--- src/rtl/seg7_scan_counter.sv ---
// seg7_scan_counter: prescaled up/down BCD counter with a time-multiplexed
// seven-segment display driver (one digit lit at a time, registered outputs).
// Optional feature: define SEG7_LZ_BLANK_EN to blank leading-zero digits
// (digit 0 is never blanked). Default build shows every digit's glyph.
module seg7_scan_counter #(
  parameter int NUM_DIGITS = 4,
  parameter int TICK_DIV   = 100,
  parameter int SCAN_DIV   = 16
) (
  input  logic                    clk,
  input  logic                    rst,
  input  logic                    en,
  input  logic                    up,
  output logic [4*NUM_DIGITS-1:0] count_bcd,
  output logic                    wrap,
  output logic [7:0]              seg,
  output logic [NUM_DIGITS-1:0]   dig_sel
);

  // Counter widths are clamped to 1 so divide-by-1 and single-digit builds stay legal
  localparam int PW = (TICK_DIV > 1) ? $clog2(TICK_DIV) : 1;
  localparam int SW = (SCAN_DIV > 1) ? $clog2(SCAN_DIV) : 1;
  localparam int IW = (NUM_DIGITS > 1) ? $clog2(NUM_DIGITS) : 1;

  localparam logic [PW-1:0] PRESC_LAST = PW'(TICK_DIV - 1);
  localparam logic [SW-1:0] SCAN_LAST  = SW'(SCAN_DIV - 1);
  localparam logic [IW-1:0] IDX_LAST   = IW'(NUM_DIGITS - 1);
  localparam logic [7:0]    GLYPH_ZERO = 8'b1111_1100;

  logic [PW-1:0]           presc_q, presc_d;
  logic [SW-1:0]           scan_q, scan_d;
  logic [IW-1:0]           idx_q, idx_d;
  logic [4*NUM_DIGITS-1:0] count_q, count_d;
  logic                    wrap_q, wrap_d;
  logic [7:0]              seg_q, seg_d;
  logic [NUM_DIGITS-1:0]   dig_sel_q, dig_sel_d;

  logic                    tick;
  logic                    scan_adv;
  logic [NUM_DIGITS:0]     carry_c;
  logic [3:0]              digit_q [NUM_DIGITS];

  // Segment pattern {a,b,c,d,e,f,g,dp}; non-BCD codes go dark
  function automatic logic [7:0] glyph(input logic [3:0] v);
    case (v)
      4'd0:    glyph = 8'b1111_1100;
      4'd1:    glyph = 8'b0110_0000;
      4'd2:    glyph = 8'b1101_1010;
      4'd3:    glyph = 8'b1111_0010;
      4'd4:    glyph = 8'b0110_0110;
      4'd5:    glyph = 8'b1011_0110;
      4'd6:    glyph = 8'b1011_1110;
      4'd7:    glyph = 8'b1110_0000;
      4'd8:    glyph = 8'b1111_1110;
      4'd9:    glyph = 8'b1110_0110;
      default: glyph = 8'b0000_0000;
    endcase
  endfunction

  // Unpack the count into per-digit nibbles
  generate
    for (genvar gi = 0; gi < NUM_DIGITS; gi++) begin : g_digit
      assign digit_q[gi] = count_q[4*gi +: 4];
    end
  endgenerate

  // Prescaler: free-runs only while enabled, tick on its last state
  always_comb begin
    tick    = en && (presc_q == PRESC_LAST);
    presc_d = presc_q;
    if (en) begin
      presc_d = tick ? '0 : presc_q + 1'b1;
    end
  end

  // BCD ripple: carry/borrow walks up through the digits in one cycle
  always_comb begin
    count_d    = count_q;
    carry_c    = '0;
    carry_c[0] = tick;
    for (int k = 0; k < NUM_DIGITS; k++) begin
      if (carry_c[k]) begin
        if (up) begin
          if (digit_q[k] >= 4'd9) begin
            count_d[4*k +: 4] = 4'd0;
            carry_c[k+1]      = 1'b1;
          end else begin
            count_d[4*k +: 4] = digit_q[k] + 4'd1;
          end
        end else begin
          if (digit_q[k] == 4'd0) begin
            count_d[4*k +: 4] = 4'd9;
            carry_c[k+1]      = 1'b1;
          end else if (digit_q[k] > 4'd9) begin
            count_d[4*k +: 4] = 4'd9;
          end else begin
            count_d[4*k +: 4] = digit_q[k] - 4'd1;
          end
        end
      end
    end
    wrap_d = carry_c[NUM_DIGITS];
  end

  // Scan divider and digit index rotate regardless of en
  always_comb begin
    scan_adv = (scan_q == SCAN_LAST);
    scan_d   = scan_adv ? '0 : scan_q + 1'b1;
    idx_d    = idx_q;
    if (scan_adv) begin
      idx_d = (idx_q == IDX_LAST) ? '0 : idx_q + 1'b1;
    end
  end

`ifdef SEG7_LZ_BLANK_EN
  logic [NUM_DIGITS-1:0] lead_zero;

  // lead_zero[k]: digit k and everything above it are zero
  always_comb begin
    lead_zero[NUM_DIGITS-1] = (digit_q[NUM_DIGITS-1] == 4'd0);
    for (int k = NUM_DIGITS - 2; k >= 0; k--) begin
      lead_zero[k] = lead_zero[k+1] && (digit_q[k] == 4'd0);
    end
  end

  // Display decode with leading-zero blanking (digit 0 always shown)
  always_comb begin
    seg_d = glyph(digit_q[idx_q]);
    if ((idx_q != '0) && lead_zero[idx_q]) begin
      seg_d = 8'b0000_0000;
    end
    for (int k = 0; k < NUM_DIGITS; k++) begin
      dig_sel_d[k] = (idx_q == IW'(k));
    end
  end
`else
  // Display decode: glyph of the currently indexed digit, one-hot select
  always_comb begin
    seg_d = glyph(digit_q[idx_q]);
    for (int k = 0; k < NUM_DIGITS; k++) begin
      dig_sel_d[k] = (idx_q == IW'(k));
    end
  end
`endif

  // State registers; reset overrides any pending tick, scan step or wrap
  always_ff @(posedge clk) begin
    if (rst) begin
      presc_q   <= '0;
      scan_q    <= '0;
      idx_q     <= '0;
      count_q   <= '0;
      wrap_q    <= 1'b0;
      seg_q     <= GLYPH_ZERO;
      dig_sel_q <= NUM_DIGITS'(1);
    end else begin
      presc_q   <= presc_d;
      scan_q    <= scan_d;
      idx_q     <= idx_d;
      count_q   <= count_d;
      wrap_q    <= wrap_d;
      seg_q     <= seg_d;
      dig_sel_q <= dig_sel_d;
    end
  end

  assign count_bcd = count_q;
  assign wrap      = wrap_q;
  assign seg       = seg_q;
  assign dig_sel   = dig_sel_q;

endmodule

--- config.mk ---
export PLATFORM = sky130hd
export DESIGN_NAME = seg7_scan_counter
export DESIGN_NICKNAME = d
export VERILOG_FILES = /design/src/rtl/seg7_scan_counter.sv
export SDC_FILE = /design/constraint.sdc
export NUM_CORES = 1
export LEC_CHECK = 0
export BUFFER_PORTS_ARGS = -buffer_cell sky130_fd_sc_hd__buf_4
export CAP_MARGIN = 20
export CELL_PAD_IN_SITES_DETAIL_PLACEMENT = 1
export CELL_PAD_IN_SITES_GLOBAL_PLACEMENT = 1
export CORE_UTILIZATION = 44
export DETAILED_ROUTE_END_ITERATION = 10
export PLACE_DENSITY_LB_ADDON = 0.1
export SYNTH_ARGS = -nofsm -noshare
export SYNTH_HDL_FRONTEND = slang
export SYNTH_SLANG_ARGS = --single-unit
--- constraint.sdc ---
create_clock -name clk -period 3.22 [get_ports clk]
set_clock_uncertainty 0.2 [all_clocks]
set_input_delay 0 -clock clk [delete_from_list [all_inputs] [get_ports clk]]
set_output_delay 0 -clock clk [all_outputs]
set_load 0.02 [all_outputs]
==> tab_implementation.tex, run 1 <==
\begin{tabular}{lr}
\hline
Metric & Value \\
\hline
\multicolumn{2}{l}{\textbf{Worst setup path}} \\
CP Launch Type & register \\
Timing startpoint of the critical path & count\_bcd[0]\$\_SDFFE\_PP0N\_ \\
Req. time, crit path & 3.19 ns \\
Worst EP arrival & 2.60 ns \\
Worst path cell trace & inv\_1 > ha\_1 > or3b\_4 > a211o\_4 > or4\_4 > o21ai\_1 > a21oi\_1 \\
Longest individual stage delay on the worst path & 0.56 ns \\
Critical path start-end classification & register to register \\
Sort of element at the end of the critical path & register \\
Largest fanout on the critical path & 8 \\
Slowest cell on the critical path & sky130\_fd\_sc\_hd\_\_or4\_4 \\
Start of the worst register-to-register path & count\_bcd[0]\$\_SDFFE\_PP0N\_ \\
\multicolumn{2}{l}{\textbf{Placement}} \\
Number of buffer cells added on primary ports & 31 \\
Routability Congestion & 0.831 \\
Post-place instance area & 0.00297 mm² \\
Dpl hpwl & 4.68 mm \\
\multicolumn{2}{l}{\textbf{Floorplan}} \\
Die extent in x & 80.8 µm \\
Initial Util & 45.9\% \\
Height of the die & 80.8 µm \\
\# IOs & 33 \\
Die area & 0.00653 mm² \\
Core Area & 0.00596 mm² \\
Number of rows in the core area & 28 \\
\multicolumn{2}{l}{\textbf{Logic synthesis}} \\
Number of nets produced by synthesis & 360 \\
Number of flops mapped to enable cells by yosys & 0 \\
Async SR Flop Fraction & 0\% \\
Commonest register cell after synthesis & sky130\_fd\_sc\_hd\_\_dfxtp\_1 \\
Average cell area after synthesis & 8.25 µm² \\
Count of synthesis-stage warnings from yosys & 0 \\
Synthesized area & 0.00273 mm² \\
Sequential element share of the synthesized area & 30.1\% \\
Cell count after synthesis & 331 \\
Distinct cell type count after synthesis & 63 \\
Total of flip-flops plus latches after synthesis & 41 \\
\multicolumn{2}{l}{\textbf{Finish}} \\
Final Util & 52.0\% \\
Most common cell after layout, fill and taps aside & sky130\_fd\_sc\_hd\_\_dfxtp\_1 \\
Total number of nets in the final design & 380 \\
Area growth from synthesis to final layout & 13.4\% \\
Layout Cell Area excl Fill & 0.00310 mm² \\
Most frequent cells in the layout & sky130\_fd\_sc\_hd\_\_dfxtp\_1, sky130\_fd\_sc\_hd\_\_buf\_4, sky130\_fd\_sc\_hd\_\_a21oi\_1 \\
Share of layout cells above drive strength 1 & 16.5\% \\
Antenna diode count & 0 \\
\multicolumn{2}{l}{\textbf{Pwr}} \\
Relative contribution of sequential cells to total power & 55.9\% \\
Share of power burned in combinational logic & 6.3\% \\
Static leakage & 1.17 nW \\
Switching component of the power & 222 µW \\
Cell-internal power & 703 µW \\
Maximum VDD drop & 0.168 mV \\
Switching Share & 24.0\% \\
Clock network fraction of total power & 37.8\% \\
PD cells & 298 mW/mm² \\
\multicolumn{2}{l}{\textbf{Global routing}} \\
Total congestion overflow & 0 \\
Antenna violations before repair & 0 \\
Via count of the first global-routing pass & 2301 \\
Total routing resource utilization after global routing & 21.7\% \\
Global-route wire length before repair & 11.0 mm \\
Largest net degree at the start of global routing & 42 \\
\multicolumn{2}{l}{\textbf{STA}} \\
Max Transition Viols Final & 0 \\
Actual slew at the worst max-slew pin & 0.561 ns \\
Setup repair after global routing missed its margin & no \\
Post-route setup TNS & 0 ns \\
Worst-case headroom to the max-slew limit & 62.4\% \\
Minimum clock period after layout & 2.63 ns \\
Fin crit share & 81.6\% \\
Final count of negative-setup-slack endpoints & 0 \\
Fmax & 380 MHz \\
Count of final hold-check violations & 0 \\
\multicolumn{2}{l}{\textbf{Min path}} \\
Kind of path behind the tightest hold check & register to register \\
Hold wc startpoint & presc\_q[1]\$\_SDFFE\_PP0P\_ \\
\multicolumn{2}{l}{\textbf{CTS}} \\
Deepest clock path buffer count & 2 \\
Clk Latency, worst-skew pair & 0.30 ns \\
Clock buffer count from CTS & 5 \\
Clock Tree Root & sky130\_fd\_sc\_hd\_\_clkbuf\_8 \\
H-tree lvl count & 2 \\
Number of instances resized during post-cts repair & 0 \\
Number of clock sinks & 41 \\
CTS tree & built \\
Clock transition at the registers of the reported paths & 0.08 ns \\
\multicolumn{2}{l}{\textbf{Job}} \\
Maximum Capacitance Violations & 0 \\
\multicolumn{2}{l}{\textbf{Status}} \\
Status & completed \\
\multicolumn{2}{l}{\textbf{Drt}} \\
Routed Antenna Nets & 0 \\
Count of routing violations after the opening detailed-route iteration & 84 \\
Count of TritonRoute iterations in the first routing pass & 4 \\
Via count of the routed design & 2402 \\
Wire length per cell & 15.2 µm \\
DRC violations left & 0 \\
Vias per cell & 5.64 \\
Post-Route WL & 6.48 mm \\
\hline
\end{tabular}
cell type report:
type                    count  area (µm²)
clock inverters             1        7.51
inverters                  25        93.8
multi-input cells         242        1720
flip-flops and latches     41         821
fillers                   729        2860
repair buffers             36         280
well taps                  75        93.8
clock buffers               6        82.6
sequential cells by signal, indices dropped and copies added (netlist names):
name,flops
count_bcd,16
wrap,1
idx_q,2
presc_q,7
scan_q,4
seg,7
dig_sel,4
routing by layer:
metal / global-route usage [%] / vias to the layer above / share of wire (%)
li1: - / 1210 / -
met1: 26.9 / 1142 / 48
met2: 38.1 / 41 / 47
met3: 3.71 / 9 / 2.8
met4: 6.79 / 0 / 1.6
met5: 0 / - / 0
repair_timing:
action | in CTS | in global routing
endpoints found under the setup margin | 0 | 0
hold buffers | 4 | 0
hold endpoints to repair | 27 | 0
buffers inserted | 0 | 0
logic make-up after synthesis:
kind of cell / count (synthesis) / share of synthesized area (%)
simple gates: 110 / 23.0
flops: 41 / 30.1
other cells: 1 / 0.137
fa+ha+maj: 25 / 11.5
buf+inv: 48 / 7.05
xor+xnor: 6 / 1.92
mux: 12 / 6.32
compound gates: 88 / 20.0
worst max-delay path, delay by kind of cell (launching register included):
family,cells,cell delay [ns]
buf+inv,1,0.10
flops,1,0.38
fa+ha+maj,1,0.21
simple gates,2,0.98
compound gates,3,0.63
cell usage after synthesis, types with 4 or more instances:
master,n,area share [%]
sky130_fd_sc_hd__a211o_1,4,1.3
sky130_fd_sc_hd__a21oi_1,30,5.5
sky130_fd_sc_hd__a31oi_1,5,1.1
sky130_fd_sc_hd__clkbuf_1,18,2.5
sky130_fd_sc_hd__dfxtp_1,41,30
sky130_fd_sc_hd__ha_1,25,11
sky130_fd_sc_hd__inv_1,24,3.3
sky130_fd_sc_hd__mux2i_1,6,2.2
sky130_fd_sc_hd__mux4_2,4,3.3
sky130_fd_sc_hd__nand2_1,23,3.2
sky130_fd_sc_hd__nand3_1,7,1.3
sky130_fd_sc_hd__nand4_1,5,1.1
sky130_fd_sc_hd__nor2_1,26,3.6
sky130_fd_sc_hd__nor2b_1,4,0.92
sky130_fd_sc_hd__nor3_1,9,1.6
sky130_fd_sc_hd__nor3b_1,5,1.4
sky130_fd_sc_hd__o21ai_0,19,3.5
sky130_fd_sc_hd__o21ai_1,5,0.92
sky130_fd_sc_hd__or3_1,4,0.92
per-stage QoR:
step | hold WS [ns] | power (mW) | cells | worst slack [ns]
2_1_floorplan | -0.0963 | 0.571 | 331 | 0.707
3_3_place_gp | 0.103 | 0.582 | 415 | 0.697
3_5_place_dp | 0.121 | 0.583 | 415 | 0.588
4_1_cts | 0.298 | 0.941 | 426 | 0.576
5_1_grt | 0.314 | 0.963 | 426 | 0.485
6_report | 0.297 | 0.924 | 426 | 0.591
final timing paths:
check	endpoint	slack, ns	cells after the start
setup / recovery	count_bcd[12]$_SDFFE_PP0P_	0.59	7
hold reg to reg	presc_q[1]$_SDFFE_PP0P_	0.30	2
setup reg to reg	count_bcd[12]$_SDFFE_PP0P_	0.59	7
hold / removal	presc_q[1]$_SDFFE_PP0P_	0.30	2
power groups by stage:
| stage | sequential (mW) | clock, mW | combinational (mW) |
|---|---|---|---|
| after detailed placement | 0.529 | 0 | 0.0543 |
| final | 0.517 | 0.349 | 0.0582 |
| after global placement | 0.529 | 0 | 0.0535 |
| after floorplan | 0.528 | 0 | 0.0436 |
| after global routing | 0.518 | 0.379 | 0.0667 |
| after CTS | 0.517 | 0.366 | 0.0590 |
Power figures use the tool's default switching activity.
==> run 2, diff against run 1 <==
- CORE_UTILIZATION: 44 -> 39
- clock period: 3.22 -> 2.3 ns (I/O delays scaled with it)
==> run 2 against run 1 <==
Effect of this change: register-to-register slack worse by 0.57 ns; worst hold slack worse by 0.27 ns; critical path depth unchanged; first-iteration DRC count up 33%; clock-buffer cell count unchanged; utilization down 1.4 points; largest cell class unchanged.
==> tab_implementation.tex, run 2 (synthesis gave the netlist of run 1 again) <==
\begin{tabular}{lr}
\hline
Metric & Value \\
\hline
\multicolumn{2}{l}{\textbf{Finish}} \\
Most common cell after layout, fill and taps aside & sky130\_fd\_sc\_hd\_\_buf\_4 (was sky130\_fd\_sc\_hd\_\_dfxtp\_1) \\
FF+latch area & 828 µm² (was 821 µm²) \\
Antenna diode count & 0 (unchanged) \\
Area growth from synthesis to final layout & 25.8\% (was 13.4\%) \\
Multi-input gate area in the final layout & 0.00177 mm² (was 0.00172 mm²) \\
Total of fill cells in the finished design & 817 (was 729) \\
Share of layout cells above drive strength 1 & 26.9\% (was 16.5\%) \\
Most frequent cells in the layout & sky130\_fd\_sc\_hd\_\_buf\_4, sky130\_fd\_sc\_hd\_\_dfxtp\_1, sky130\_fd\_sc\_hd\_\_a21oi\_1 (was sky130\_fd\_sc\_hd\_\_dfxtp\_1, sky130\_fd\_sc\_hd\_\_buf\_4, sky130\_fd\_sc\_hd\_\_a21oi\_1) \\
Total number of nets in the final design & 412 (was 380) \\
Number of flip-flops in the largest register & 16 (unchanged) \\
\multicolumn{2}{l}{\textbf{Placement}} \\
Dpl hpwl & 5.35 mm (was 4.68 mm) \\
Routability Congestion & 0.816 (was 0.831) \\
Number of buffer cells added on primary ports & 31 (unchanged) \\
Dpl ws & -0.00489 ns (was 0.588 ns) \\
\multicolumn{2}{l}{\textbf{Global routing}} \\
Antenna violations before repair & 0 (unchanged) \\
Largest net degree at the start of global routing & 42 (unchanged) \\
Total congestion overflow & 0 (unchanged) \\
Total routing resource utilization after global routing & 20.7\% (was 21.7\%) \\
Via count of the first global-routing pass & 2439 (was 2301) \\
Global-route wire length before repair & 12.1 mm (was 11.0 mm) \\
\multicolumn{2}{l}{\textbf{STA}} \\
Max Transition Viols Final & 0 (unchanged) \\
Count of final hold-check violations & 0 (unchanged) \\
Setup repair after global routing missed its margin & yes (was no) \\
Fin crit share & 99.2\% (was 81.6\%) \\
Fmax & 438 MHz (was 380 MHz) \\
Worst slack on hold paths & 0.0316 ns (was 0.297 ns) \\
Minimum clock period after layout & 2.28 ns (was 2.63 ns) \\
Slack of the critical path & 0.0191 ns (was 0.591 ns) \\
Final count of negative-setup-slack endpoints & 0 (unchanged) \\
\multicolumn{2}{l}{\textbf{Pwr}} \\
PD cells & 391 mW/mm² (was 298 mW/mm²) \\
Clock network fraction of total power & 39.5\% (was 37.8\%) \\
Static leakage & 1.36 nW (was 1.17 nW) \\
Share of power burned in combinational logic & 6.9\% (was 6.3\%) \\
Switching Share & 24.1\% (was 24.0\%) \\
Cell-internal power & 1.02 mW (was 703 µW) \\
Relative contribution of sequential cells to total power & 53.6\% (was 55.9\%) \\
Maximum VDD drop & 0.224 mV (was 0.168 mV) \\
Switching component of the power & 324 µW (was 222 µW) \\
\multicolumn{2}{l}{\textbf{CTS}} \\
Number of clock sinks & 41 (unchanged) \\
CTS tree & built (unchanged) \\
H-tree lvl count & 2 (unchanged) \\
Clock transition at the registers of the reported paths & 0.08 ns (about the same) \\
Deepest clock path buffer count & 2 (unchanged) \\
Clock Tree Root & sky130\_fd\_sc\_hd\_\_clkbuf\_8 (unchanged) \\
Clk Latency, worst-skew pair & 0.30 ns (about the same) \\
Clock buffer count from CTS & 5 (unchanged) \\
\multicolumn{2}{l}{\textbf{Worst setup path}} \\
Largest fanout on the critical path & 4 (was 8) \\
Req. time, crit path & 2.26 ns (was 3.19 ns) \\
Worst path cell trace & inv\_4 > ha\_4 > or3b\_4 > a211o\_4 > or4\_4 > o21ai\_2 > a21oi\_1 (was inv\_1 > ha\_1 > or3b\_4 > a211o\_4 > or4\_4 > o21ai\_1 > a21oi\_1) \\
CP Launch Type & register (unchanged) \\
Slowest cell on the critical path & sky130\_fd\_sc\_hd\_\_or4\_4 (unchanged) \\
Worst EP arrival & 2.25 ns (was 2.60 ns) \\
Worst-case register-to-register setup slack & 0.02 ns (was 0.59 ns) \\
Critical path start-end classification & register to register (unchanged) \\
Sort of element at the end of the critical path & register (unchanged) \\
Longest individual stage delay on the worst path & 0.47 ns (was 0.56 ns) \\
\multicolumn{2}{l}{\textbf{Floorplan}} \\
Height of the die & 85.7 µm (was 80.8 µm) \\
Die extent in x & 85.7 µm (was 80.8 µm) \\
Number of rows in the core area & 30 (was 28) \\
Core Area & 0.00679 mm² (was 0.00596 mm²) \\
Die area & 0.00734 mm² (was 0.00653 mm²) \\
Initial Util & 40.2\% (was 45.9\%) \\
\# IOs & 33 (unchanged) \\
\multicolumn{2}{l}{\textbf{Drt}} \\
Wire length the detailed router placed on met1 & 3.57 mm (was 3.13 mm) \\
Count of routing violations after the opening detailed-route iteration & 112 (was 84) \\
Post-Route WL & 7.29 mm (was 6.48 mm) \\
Vias per cell & 5.33 (was 5.64) \\
DRC violations left & 0 (unchanged) \\
Routed length on met2 & 3.50 mm (was 3.06 mm) \\
Count of TritonRoute iterations in the first routing pass & 4 (unchanged) \\
Routed Antenna Nets & 0 (unchanged) \\
Via count of the routed design & 2552 (was 2402) \\
Top layer used by detailed routing & met4 (unchanged) \\
Met3 WL & 145 µm (was 184 µm) \\
Wire length per cell & 15.2 µm (about the same) \\
\multicolumn{2}{l}{\textbf{Min path}} \\
Kind of path behind the tightest hold check & primary input to register (was register to register) \\
\multicolumn{2}{l}{\textbf{Job}} \\
Maximum Capacitance Violations & 0 (unchanged) \\
\multicolumn{2}{l}{\textbf{Status}} \\
Status & completed (unchanged) \\
\hline
\end{tabular}
[run 2: through the flow]
step | area (µm²) | utilization [%] | setup TNS, ns | total power [mW] | cells
2_1_floorplan | 2750 | - | 0 | 0.798 | 331
3_3_place_gp | 3260 | 47.9 | 0 | 0.823 | 469
3_5_place_dp | 3260 | 47.9 | -0.00489 | 0.824 | 469
4_1_cts | 3400 | 50.0 | 0 | 1.35 | 479
5_1_grt | 3440 | 50.6 | -0.0868 | 1.40 | 479
6_report | 3440 | 50.6 | 0 | 1.34 | 479
[run 2: per-layer routing]
metal	vias to the layer above	global-route usage, %
met2	29	35.3
li1	1268	-
met3	7	2.89
met1	1248	27.9
met4	0	4.09
met5	-	0
[run 2: critical path, delay by kind of cell, from the launching register on]
family / cells / cell delay [ns]
adders and majority gates: 1 / 0.12
and+or+nand+nor: 2 / 0.86
AOI/OAI and AO/OA: 3 / 0.56
DFF: 1 / 0.36
buffers and inverters: 1 / 0.06
[run 2: cell type report]
type | instances | area share, %
multi-input combinational | 242 | 51.5
timing repair buffer | 68 | 15.1
tap | 96 | 3.49
sequential | 41 | 24.1
clock inverter | 1 | 0.146
inverter | 25 | 2.88
clock buffer | 6 | 2.73
[run 2: repair_timing]
action,in CTS,in global routing
hold endpoints to repair,24,0
endpoints found under the setup margin,2,7
setup buffers,1,0
pin swaps,0,1
hold buffers,2,0
gates resized for setup,2,9
[run 2: path summary, 6_finish.rpt]
| kind | startpoint | end | cells after the start |
|---|---|---|---|
| worst min register to register | scan_q[3]$_SDFF_PP0_ | scan_q[3]$_SDFF_PP0_ | 2 |
| worst max-delay path | count_bcd[0]$_SDFFE_PP0N_ | count_bcd[14]$_SDFFE_PP0P_ | 7 |
| worst max register to register | count_bcd[0]$_SDFFE_PP0N_ | count_bcd[14]$_SDFFE_PP0P_ | 7 |
| worst min-delay path | up | count_bcd[1]$_SDFFE_PP0N_ | 5 |
[run 2: power groups by stage]
stage | registers, mW | clock network (mW) | logic [mW]
final | 0.721 | 0.531 | 0.0927
after global routing | 0.722 | 0.570 | 0.104
after CTS | 0.721 | 0.544 | 0.0898
after detailed placement | 0.738 | 0 | 0.0865
after global placement | 0.738 | 0 | 0.0850
after floorplan | 0.736 | 0 | 0.0615
==> run 3, diff against run 2 <==
- PLACE_DENSITY_LB_ADDON: 0.1 -> 0.3
- REMOVE_ABC_BUFFERS: unset -> 1
==> run 3 against run 2 <==
Effect of this change: the run now ends with negative setup slack left; largest power group unchanged; first-iteration DRC count fell by 14%; die area unchanged; non-clock buffer count increased by 2; worst hold slack got worse by 0.0036 ns.
==> tab_implementation.tex, run 3 (synthesis gave the netlist of run 1 again) <==
\begin{tabular}{lr}
\hline
Metric & Value \\
\hline
\multicolumn{2}{l}{\textbf{Floorplan}} \\
Number of rows in the core area & 30 (unchanged) \\
\# IOs & 33 (unchanged) \\
Initial Util & 40.2\% (unchanged) \\
Die extent in x & 85.7 µm (unchanged) \\
Height of the die & 85.7 µm (unchanged) \\
Die area & 0.00734 mm² (unchanged) \\
Core Area & 0.00679 mm² (unchanged) \\
\multicolumn{2}{l}{\textbf{Finish}} \\
FF+latch area & 826 µm² (was 828 µm²) \\
Multi-input gate area in the final layout & 0.00178 mm² (was 0.00177 mm²) \\
Most frequent cells in the layout & sky130\_fd\_sc\_hd\_\_buf\_4, sky130\_fd\_sc\_hd\_\_dfxtp\_1, sky130\_fd\_sc\_hd\_\_a21oi\_1 (unchanged) \\
Layout Cell Area excl Fill & 0.00345 mm² (was 0.00344 mm²) \\
Antenna diode count & 0 (unchanged) \\
Area growth from synthesis to final layout & 26.3\% (was 25.8\%) \\
Share of layout cells above drive strength 1 & 29.0\% (was 26.9\%) \\
Total of fill cells in the finished design & 804 (was 817) \\
Most common cell after layout, fill and taps aside & sky130\_fd\_sc\_hd\_\_buf\_4 (unchanged) \\
Total number of nets in the final design & 414 (was 412) \\
Number of flip-flops in the largest register & 16 (unchanged) \\
\multicolumn{2}{l}{\textbf{Drt}} \\
DRC violations left & 0 (unchanged) \\
Count of routing violations after the opening detailed-route iteration & 96 (was 112) \\
Count of TritonRoute iterations in the first routing pass & 4 (unchanged) \\
Vias per cell & 5.41 (was 5.33) \\
Post-Route WL & 7.54 mm (was 7.29 mm) \\
Via count of the routed design & 2606 (was 2552) \\
Wire length per cell & 15.6 µm (was 15.2 µm) \\
Routed Antenna Nets & 0 (unchanged) \\
\multicolumn{2}{l}{\textbf{Pwr}} \\
Relative contribution of sequential cells to total power & 54.5\% (was 53.6\%) \\
Cell-internal power & 999 µW (was 1.02 mW) \\
Switching component of the power & 328 µW (was 324 µW) \\
Maximum VDD drop & 0.180 mV (was 0.224 mV) \\
Switching Share & 24.7\% (was 24.1\%) \\
Static leakage & 1.36 nW (about the same) \\
Clock network fraction of total power & 38.2\% (was 39.5\%) \\
PD cells & 385 mW/mm² (was 391 mW/mm²) \\
Share of power burned in combinational logic & 7.3\% (was 6.9\%) \\
\multicolumn{2}{l}{\textbf{Worst setup path}} \\
Critical path start-end classification & register to register (unchanged) \\
Req. time, crit path & 2.27 ns (was 2.26 ns) \\
Largest fanout on the critical path & 4 (unchanged) \\
Sort of element at the end of the critical path & register (unchanged) \\
Worst EP arrival & 2.31 ns (was 2.25 ns) \\
CP Launch Type & register (unchanged) \\
\multicolumn{2}{l}{\textbf{Job}} \\
Maximum Capacitance Violations & 0 (unchanged) \\
\multicolumn{2}{l}{\textbf{STA}} \\
Minimum clock period after layout & 2.33 ns (was 2.28 ns) \\
Fin crit share & 101\% (was 99.2\%) \\
Final count of negative-setup-slack endpoints & 2 (was 0) \\
Count of final hold-check violations & 0 (unchanged) \\
Setup repair after global routing missed its margin & yes (unchanged) \\
Slack of the critical path & -0.0334 ns (was 0.0191 ns) \\
Fmax & 429 MHz (was 438 MHz) \\
Max Transition Viols Final & 0 (unchanged) \\
\multicolumn{2}{l}{\textbf{Placement}} \\
Number of buffer cells added on primary ports & 31 (unchanged) \\
Dpl hpwl & 5.41 mm (was 5.35 mm) \\
Routability Congestion & 0.925 (was 0.816) \\
Post-place instance area & 0.00323 mm² (was 0.00326 mm²) \\
Dpl ws & -0.132 ns (was -0.00489 ns) \\
\multicolumn{2}{l}{\textbf{Global routing}} \\
Antenna violations before repair & 0 (unchanged) \\
Total routing resource utilization after global routing & 21.5\% (was 20.7\%) \\
Total congestion overflow & 0 (unchanged) \\
Largest net degree at the start of global routing & 42 (unchanged) \\
Global-route wire length before repair & 12.4 mm (was 12.1 mm) \\
Via count of the first global-routing pass & 2638 (was 2439) \\
\multicolumn{2}{l}{\textbf{CTS}} \\
H-tree lvl count & 2 (unchanged) \\
CTS tree & built (unchanged) \\
Clock Tree Root & sky130\_fd\_sc\_hd\_\_clkbuf\_8 (unchanged) \\
Number of clock sinks & 41 (unchanged) \\
Clk Latency, worst-skew pair & 0.30 ns (about the same) \\
Deepest clock path buffer count & 2 (unchanged) \\
Clock transition at the registers of the reported paths & 0.09 ns (was 0.08 ns) \\
Clock buffer count from CTS & 5 (unchanged) \\
\multicolumn{2}{l}{\textbf{Status}} \\
Failing checks & negative setup slack \\
Status & finished, violations left (was completed) \\
\multicolumn{2}{l}{\textbf{Min path}} \\
Kind of path behind the tightest hold check & primary input to register (unchanged) \\
\hline
\end{tabular}
## run 3: cell types whose count changed in the layout (fill, tap and decap cells not counted), moves of 2 or more
cell / previous run / this run
sky130_fd_sc_hd__buf_4: 65 / 67
sky130_fd_sc_hd__dfxtp_1: 39 / 37
sky130_fd_sc_hd__dfxtp_2: 0 / 4
sky130_fd_sc_hd__dfxtp_4: 2 / 0
sky130_fd_sc_hd__ha_1: 23 / 20
sky130_fd_sc_hd__ha_2: 1 / 3
sky130_fd_sc_hd__inv_2: 1 / 4
sky130_fd_sc_hd__inv_4: 2 / 0
## run 3: power groups by stage
stage	clock [mW]	combinational, mW	sequential [mW]
3_5_place_dp	0	0.0892	0.740
4_1_cts	0.526	0.0949	0.723
6_report	0.506	0.0975	0.723
3_3_place_gp	0	0.0850	0.739
5_1_grt	0.554	0.107	0.725
2_1_floorplan	0	0.0416	0.739
## run 3: stage by stage
step                      cells  power, mW  hold WS, ns  util, %  setup TNS [ns]
after floorplan             308      0.780       -0.131        -          -0.774
after global placement      467      0.824        0.110     47.5          -0.244
after detailed placement    467      0.829        0.120     47.5          -0.519
after CTS                   481       1.34       0.0176     50.2        -0.00734
after global routing        482       1.39       0.0518     50.8          -0.220
final                       482       1.33       0.0280     50.8         -0.0654
## run 3: what timing repair did
action                                 4_1_cts  5_1_grt
setup endpoints to repair                    9        8
buffers inserted                             3        1
hold buffers                                 3        0
endpoints found under the hold margin       25        0
gates resized for setup                     12        9
pin swaps                                    9        3
## run 3: worst max-delay path: stages, from the launching register on
cell and delay [ns]:
sky130_fd_sc_hd__dfxtp_2 0.34, sky130_fd_sc_hd__inv_2 0.07, sky130_fd_sc_hd__ha_4 0.13, sky130_fd_sc_hd__or3b_4 0.39, sky130_fd_sc_hd__a211o_4 0.33, sky130_fd_sc_hd__or4_4 0.52, sky130_fd_sc_hd__o21ai_1 0.15, sky130_fd_sc_hd__a21oi_1 0.07
## run 3: layer usage
layer	GRT usage, %	part of all wire (%)	up-vias
li1	-	-	1273
met1	25.6	44	1284
met2	39.5	52	38
met3	3.75	2.4	11
met4	6.52	1.6	0
met5	0	0	-
## run 3: layout make-up
type                       instances  share of cell area (%)
inverter                          25                    2.72
sequential                        41                    23.9
clock buffer                       6                    2.39
clock inverter                     2                   0.399
multi-input combinational        242                    51.6
tap                               96                    3.48
timing repair buffer              70                    15.5
## run 3: final timing paths
kind         slack (ns)                    endpoint  depth (start not counted)                       from
max reg2reg       -0.03  count_bcd[14]$_SDFFE_PP0P_                          7  count_bcd[0]$_SDFFE_PP0N_
min reg2reg        0.30        scan_q[0]$_SDFF_PP0_                          1       scan_q[0]$_SDFF_PP0_
max               -0.03  count_bcd[14]$_SDFFE_PP0P_                          7  count_bcd[0]$_SDFFE_PP0N_
min                0.03   count_bcd[1]$_SDFFE_PP0N_                          5                         up
